$ cat src/rtl/types.sv
// types: shared flit format, checksum field layout and the checksum function.
package types;
  localparam int FLIT_W    = 32;
  localparam int CKSUM_W   = 8;
  localparam int CKSUM_LSB = 0;
  localparam int BODY_LSB  = CKSUM_LSB + CKSUM_W;
  localparam int BODY_W    = FLIT_W - BODY_LSB;
  localparam int STAGE50_DEFAULT_DEPTH = 4;
  typedef struct packed {
    logic              is_sys;
    logic [22:0]       data;
    logic [CKSUM_W-1:0] cksum;
  } flit_t;
  typedef enum logic {OREG_EMPTY, OREG_FULL} oreg_state_t;
  // Byte-wise XOR over the flit body (everything above the checksum field).
  function automatic logic [CKSUM_W-1:0] cksum_calc(input flit_t f);
    logic [BODY_W-1:0] b;
    b = {f.is_sys, f.data};
    return b[23:16] ^ b[15:8] ^ b[7:0];
  endfunction
endpackage

$ cat src/rtl/sync_fifo.sv
// sync_fifo: power-of-two circular FIFO with occupancy-based full/empty.
// Ports: clk, rst (async, active-high), i_push/i_wr_data write the tail,
// i_pop advances the head, o_rd_data shows the head, o_full/o_empty status.
// Push while full is legal only together with a pop in the same cycle.
module sync_fifo #(
  parameter int W     = 32,
  parameter int DEPTH = 4
) (
  input  logic         clk,
  input  logic         rst,
  input  logic         i_push,
  input  logic         i_pop,
  input  logic [W-1:0] i_wr_data,
  output logic [W-1:0] o_rd_data,
  output logic         o_full,
  output logic         o_empty
);
  localparam int PW = $clog2(DEPTH);
  localparam int CW = $clog2(DEPTH + 1);
  logic [W-1:0]  r_mem [DEPTH];
  logic [PW-1:0] r_wp;
  logic [PW-1:0] r_rp;
  logic [CW-1:0] r_cnt;
  always_ff @(posedge clk or posedge rst) begin
    if (rst) begin
      r_wp  <= '0;
      r_rp  <= '0;
      r_cnt <= '0;
    end else begin
      if (i_push) r_wp <= r_wp + PW'(1);
      if (i_pop) r_rp <= r_rp + PW'(1);
      r_cnt <= r_cnt + CW'(i_push) - CW'(i_pop);
    end
  end
  always_ff @(posedge clk) begin
    if (i_push) r_mem[r_wp] <= i_wr_data;
  end
  assign o_rd_data = r_mem[r_rp];
  assign o_full    = r_cnt == CW'(DEPTH);
  assign o_empty   = r_cnt == '0;
endmodule

$ cat src/rtl/stage50.sv
// stage50: router output buffer -- output register plus FIFO with valid/ready egress.
// Ports: nocclk, rst (async, active-high); in_flit_valid/in_flit from the merge
// stage (no handshake), in_ready registered back-pressure; out_flit_valid/
// out_flit/out_flit_ready to the link transmitter; occupancy counts held flits
// including the output register; drop_count saturates on overflow drops.
// Option STAGE50_CHECKSUM_CHECK_EN: reject flits whose carried checksum does
// not match, counting them in the extra cksum_err_count port.
module stage50
  import types::*;
#(
  parameter int DEPTH     = STAGE50_DEFAULT_DEPTH,
  parameter int CNT_WIDTH = 8
) (
  input  logic                      nocclk,
  input  logic                      rst,
  input  logic                      in_flit_valid,
  input  flit_t                     in_flit,
  output logic                      in_ready,
  output logic                      out_flit_valid,
  output flit_t                     out_flit,
  input  logic                      out_flit_ready,
  output logic [$clog2(DEPTH+1):0]  occupancy,
  output logic [CNT_WIDTH-1:0]      drop_count
`ifdef STAGE50_CHECKSUM_CHECK_EN
  ,
  output logic [CNT_WIDTH-1:0]      cksum_err_count
`endif
);
  localparam int OW = $clog2(DEPTH + 1) + 1;
  localparam logic [OW-1:0] SLOTS = OW'(DEPTH + 1);
  oreg_state_t          r_state;
  flit_t                r_out;
  logic [OW-1:0]        r_occ;
  logic                 r_in_ready;
  logic [CNT_WIDTH-1:0] r_drop;
  logic                 w_xfer;
  logic                 w_free;
  logic                 w_ck_ok;
  logic                 w_acc;
  logic                 w_bypass;
  logic                 w_push;
  logic                 w_pop;
  logic                 w_fifo_full;
  logic                 w_fifo_empty;
  flit_t                w_fifo_head;
  logic [OW-1:0]        w_occ_nxt;
  assign w_xfer = (r_state == OREG_FULL) && out_flit_ready;
  // A departing flit frees its slot in the same cycle.
  assign w_free = (r_occ < SLOTS) || w_xfer;
`ifdef STAGE50_CHECKSUM_CHECK_EN
  assign w_ck_ok = cksum_calc(in_flit) == in_flit.cksum;
`else
  assign w_ck_ok = 1'b1;
`endif
  assign w_acc    = in_flit_valid && w_free && w_ck_ok;
  // Bypass the FIFO when nothing older than this flit is still buffered.
  assign w_bypass = w_acc && ((r_state == OREG_EMPTY) || (w_xfer && w_fifo_empty));
  assign w_pop    = w_xfer && !w_fifo_empty;
  assign w_push   = w_acc && !w_bypass && (!w_fifo_full || w_pop);
  assign w_occ_nxt = r_occ + OW'(w_acc) - OW'(w_xfer);
  sync_fifo #(
    .W     ($bits(flit_t)),
    .DEPTH (DEPTH)
  ) u_fifo (
    .clk       (nocclk),
    .rst       (rst),
    .i_push    (w_push),
    .i_pop     (w_pop),
    .i_wr_data (in_flit),
    .o_rd_data (w_fifo_head),
    .o_full    (w_fifo_full),
    .o_empty   (w_fifo_empty)
  );
  always_ff @(posedge nocclk or posedge rst) begin
    if (rst) begin
      r_state <= OREG_EMPTY;
      r_out   <= '0;
    end else begin
      if (w_pop) r_out <= w_fifo_head;
      else if (w_bypass) r_out <= in_flit;
      r_state <= (w_pop || w_bypass || (r_state == OREG_FULL && !w_xfer)) ? OREG_FULL : OREG_EMPTY;
    end
  end
  always_ff @(posedge nocclk or posedge rst) begin
    if (rst) begin
      r_occ      <= '0;
      r_in_ready <= 1'b1;
      r_drop     <= '0;
    end else begin
      r_occ      <= w_occ_nxt;
      r_in_ready <= w_occ_nxt < SLOTS;
      if (in_flit_valid && !w_free && r_drop != '1) r_drop <= r_drop + CNT_WIDTH'(1);
    end
  end
`ifdef STAGE50_CHECKSUM_CHECK_EN
  logic [CNT_WIDTH-1:0] r_cerr;
  // Only flits that had a slot count as checksum errors; full-stage drops win.
  always_ff @(posedge nocclk or posedge rst) begin
    if (rst) r_cerr <= '0;
    else if (in_flit_valid && w_free && !w_ck_ok && r_cerr != '1) r_cerr <= r_cerr + CNT_WIDTH'(1);
  end
  assign cksum_err_count = r_cerr;
`endif
  assign out_flit_valid = r_state == OREG_FULL;
  assign out_flit       = r_out;
  assign in_ready       = r_in_ready;
  assign occupancy      = r_occ;
  assign drop_count     = r_drop;
endmodule
$ cat config.mk
export PLATFORM = sky130hd
export DESIGN_NAME = stage50
export DESIGN_NICKNAME = d
export VERILOG_FILES = /design/src/rtl/types.sv /design/src/rtl/sync_fifo.sv /design/src/rtl/stage50.sv
export SDC_FILE = /design/constraint.sdc
export NUM_CORES = 1
export LEC_CHECK = 0
export BUFFER_PORTS_ARGS = -buffer_cell sky130_fd_sc_hd__buf_2
export CORE_ASPECT_RATIO = 0.7
export CORE_MARGIN = 1
export CORE_UTILIZATION = 40
export DETAILED_ROUTE_END_ITERATION = 7
export SLEW_MARGIN = 5
export SYNTH_ARGS = -nofsm -noshare
export SYNTH_HDL_FRONTEND = slang
export SYNTH_SLANG_ARGS = --single-unit
$ cat constraint.sdc
create_clock -name nocclk -period 3.1 [get_ports nocclk]
set_input_delay 0.62 -clock nocclk [delete_from_list [all_inputs] [get_ports nocclk]]
set_output_delay 0.62 -clock nocclk [all_outputs]
set_load 0.1 [all_outputs]
==> run summary <==
After synthesis, the cell types taking the most area are sky130_fd_sc_hd__edfxtp_1 53%, sky130_fd_sc_hd__dfrtp_1 18%, sky130_fd_sc_hd__mux4_2 9.9%. The overall fraction of global-route tracks in use came out at 17.27%. The placer congestion estimate came out at just under 0.8. The setup slack of the worst register-to-register path is between 0.3 and 0.4 ns.

Counting the buffers created by CTS gives 17. The critical path required time came out at around 3.5 ns. In this run the critical register-to-register path is launched from occupancy[3].

The number of warnings reported in the yosys synthesis log is 0. The final hold violation count was 0. The part of the cycle the worst path needs came out at between 80% and 90%. The floorplan die area is ~19,000 µm².

The quantity of I/O buffers inserted on ports is between 80 and 90. The first-pass GRT wire length came out at 23,340 µm. The highest clock rate came out at 366.1 MHz.

The time the final worst path needs with I/O delays and setup is around 2.7 ns. In this run the remaining antenna-violating nets after routing total 0. For this block, the routed nets add up to ~15,000 µm of wire. The arrival time of data at the critical path endpoint came out at around 3.1 ns. The number of ports placed on the die boundary is 82. The area after detailed placement came out at ~8000 µm². A synthesized cell averages approximately 19 µm². The DRC violation count after routing came out at 0. STA classifies the critical path endpoint as a flip-flop. The post-synthesis to final-layout area growth is 18.05%. The final-layout setup total negative slack is 0 ns.

The flow ran to the end, and the final reports show no timing, DRC or antenna violations. The transition at the pin with the smallest max-transition slack came out at about 0.82 ns. The count of instances resized after the clock tree is built came out at 0. CTS built an H-tree with a depth of 4. The number of max-slew violations in the final report came to 0. The height of the chip is ~110 µm. The number of failing setup endpoints in the final timing report is 0.

The normalized max-slew margin came out at a little under half. Entering global routing, the biggest net connects 35 pins. The sequential share of the synthesized area is 71.32%.

The number of different library cells in the post-synthesis netlist is 37. Detailed placement ended at an HPWL of around 9000 µm. The floorplan has 40 rows. The biggest fanout along the worst timing path is 7. Of all cell types, the one taking the most synthesized area is sky130_fd_sc_hd__edfxtp_1. The detailed-routing iteration count for the pre-antenna-repair pass came out at 5. The number of hold buffers added after cts is 0. At the later pin of the worst-skew pair, clock insertion delay measures 0.43 ns.

The clock net in this run drives a total of roughly 180 sinks. In this run the critical register-to-register path is captured at u_fifo.r_cnt[2]. The final cell area excluding filler cells came out at 8559 µm². Max-cap violations in this run came to 0.

The total number of nets in the final design came out at about 530. STA classifies the critical path startpoint as a flip-flop. In this run the worst hold path is classified as in2async.

Synthesis produced a netlist with a net count of 437. The kind of critical path is reg2reg. Following the worst setup path forward leads to its endpoint at u_fifo.r_cnt[2]. The setup skew after layout is roughly 0.010 ns. Detailed routing inserted a total of 3,929 vias. The post-synthesis register bit count is between 150 and 200. The final cell utilization of the core is between 40% and 50%. The number of global-route vias before repair is 4,107.

Setup repair after global routing left no endpoint under its margin. In this run the cell area of the synthesized design comes to around 7300 µm². The initial antenna violation count is 1. The detailed router finished its first iteration with between 200 and 300 violations. TritonCTS built the clock tree. After detailed routing, the average wire length per cell comes to 20.75 µm.

The CTS root buffer is sky130_fd_sc_hd__clkbuf_16. The initial utilization of the core area, before any placement, comes to 41.51%. In this run the worst setup path begins at occupancy[3]. Using the TritonRoute via totals, the vias-per-cell ratio works out to about 5.4. The maximum number of buffers from clock root to sink is 2.

Counting cells, the worst reg-to-reg path comes to 13. Of the post-synthesis cell area, the dominant cell type holds 53.01%. The floorplan step set the die width to 162.9 µm.

Global routing finished with a remaining overflow of 0. The core box area came out at roughly 17,000 µm². The instance count of the mapped netlist is ~390. Post-CTS timing repair inserted 0 buffers for setup.

Cells with a size suffix above 1 make up between 30% and 40% of the layout. The number of antenna cells inserted came out at 0. The clock-pin slew reported for the worst setup and hold paths after clock tree synthesis came out at around 0.070 ns.
layer usage:
layer	track usage (%)	wire length, µm	vias to the layer above
met2	25.36	6498	129
met1	25.13	7450	2043
li1	-	-	1736
met4	6.480	212	2
met3	3.875	807	19
met5	0	13	-
cell type report:
| cell class | instances | area [µm²] |
|---|---|---|
| sequential | 181 | 5176 |
| timing repair buffer | 94 | 578.1 |
| multi-input combinational | 171 | 1902 |
| fill | 1498 | 8907 |
| inverter | 14 | 52.55 |
| clock buffer | 18 | 429.2 |
| clock inverter | 13 | 132.6 |
| tap | 231 | 289.0 |
state kept, by name, summed over array words and instances, names as in the netlist:
signal          flops
drop_count          8
in_ready            1
occupancy           4
out_flit           32
out_flit_valid      1
u_fifo.r_cnt        3
u_fifo.r_mem      128
u_fifo.r_rp         2
u_fifo.r_wp         2
cells in the final DEF, fill, tap and decap left out, types with 2 or more instances in the layout:
| master | n |
|---|---|
| sky130_fd_sc_hd__ha_1 | 11 |
| sky130_fd_sc_hd__mux4_2 | 32 |
| sky130_fd_sc_hd__nor4_1 | 3 |
| sky130_fd_sc_hd__o21ai_0 | 2 |
| sky130_fd_sc_hd__dfrtp_2 | 4 |
| sky130_fd_sc_hd__o221a_1 | 30 |
| sky130_fd_sc_hd__nand2_1 | 11 |
| sky130_fd_sc_hd__xnor2_1 | 7 |
| sky130_fd_sc_hd__buf_4 | 7 |
| sky130_fd_sc_hd__bufinv_16 | 2 |
| sky130_fd_sc_hd__fa_1 | 2 |
| sky130_fd_sc_hd__clkinv_2 | 3 |
| sky130_fd_sc_hd__inv_1 | 13 |
| sky130_fd_sc_hd__dfrtp_1 | 48 |
| sky130_fd_sc_hd__or3_1 | 33 |
| sky130_fd_sc_hd__o221a_2 | 2 |
| sky130_fd_sc_hd__edfxtp_1 | 128 |
| sky130_fd_sc_hd__inv_6 | 3 |
| sky130_fd_sc_hd__mux2_2 | 2 |
| sky130_fd_sc_hd__a21oi_1 | 2 |
| sky130_fd_sc_hd__clkbuf_16 | 17 |
| sky130_fd_sc_hd__nor2_1 | 6 |
| sky130_fd_sc_hd__clkinv_1 | 2 |
| sky130_fd_sc_hd__buf_2 | 81 |
| sky130_fd_sc_hd__and2_2 | 4 |
| sky130_fd_sc_hd__clkinvlp_4 | 2 |
| sky130_fd_sc_hd__xor2_1 | 6 |
| sky130_fd_sc_hd__o2111ai_1 | 2 |
| sky130_fd_sc_hd__nor3_1 | 2 |
| sky130_fd_sc_hd__mux2i_1 | 2 |
| sky130_fd_sc_hd__buf_12 | 6 |
worst min-delay path by stage:
stage / to / slack [ns] / cells after the start
floorplan: u_fifo.r_cnt[2] / 0.48 / 1
global placement: drop_count[6] / 0.48 / 1
detailed placement: drop_count[6] / 0.48 / 1
CTS: drop_count[5] / 0.39 / 2
global route: drop_count[6] / 0.42 / 2
finish: drop_count[6] / 0.35 / 2
stage by stage:
stage / setup slack (ns) / instances / hold slack [ns]
after global routing: 0.1637 / 722 / 0.4201
after CTS: 0.3414 / 722 / 0.3865
final: 0.3686 / 722 / 0.3507
after global placement: 0.4682 / 691 / 0.4798
after floorplan: 0.03410 / 388 / 0.4824
after detailed placement: 0.3661 / 691 / 0.4767
critical path: stages (launching register included):
cell                       delay, ns
sky130_fd_sc_hd__dfrtp_2        0.42
sky130_fd_sc_hd__inv_1          0.06
sky130_fd_sc_hd__ha_1           0.17
sky130_fd_sc_hd__o21a_1         0.16
sky130_fd_sc_hd__a2111o_1       0.41
sky130_fd_sc_hd__a21oi_2        0.17
sky130_fd_sc_hd__inv_1          0.06
sky130_fd_sc_hd__ha_1           0.28
sky130_fd_sc_hd__inv_1          0.05
sky130_fd_sc_hd__ha_1           0.13
sky130_fd_sc_hd__inv_1          0.05
sky130_fd_sc_hd__fa_1           0.38
sky130_fd_sc_hd__xnor2_1        0.19
sky130_fd_sc_hd__xnor2_1        0.13
cells in the mapped netlist, drive strengths merged:
library cell,number
edfxtp,128
dfrtp,52
or3,33
mux4,32
o221a,32
inv,14
buf,12
ha,11
nand2,11
clkbuf,10
xnor2,7
nor2,6
xor2,6
and2,4
a21oi,3
nor3,3
nor4,3
fa,2
mux2,2
mux2i,2
o2111ai,2
o21ai,2
a2111o,1
a21o,1
dfstp,1
nand4,1
nor2b,1
o211ai,1
o21a,1
o22a,1
o22ai,1
or2,1
or3b,1
cell families (layout without fill, tap and decap cells):
family	count (synthesis)	after routing	synth area share [%]
xor+xnor	13	13	1.570
compound gates	45	45	6.488
simple gates	64	64	4.953
mux	36	36	10.53
buf+inv	36	139	2.692
fa+ha+maj	13	13	2.450
flops	181	181	71.32
Power is left out: the tool's default activity adds up to more than one toggle a clock period on the data nets, which glitch-free logic cannot reach.
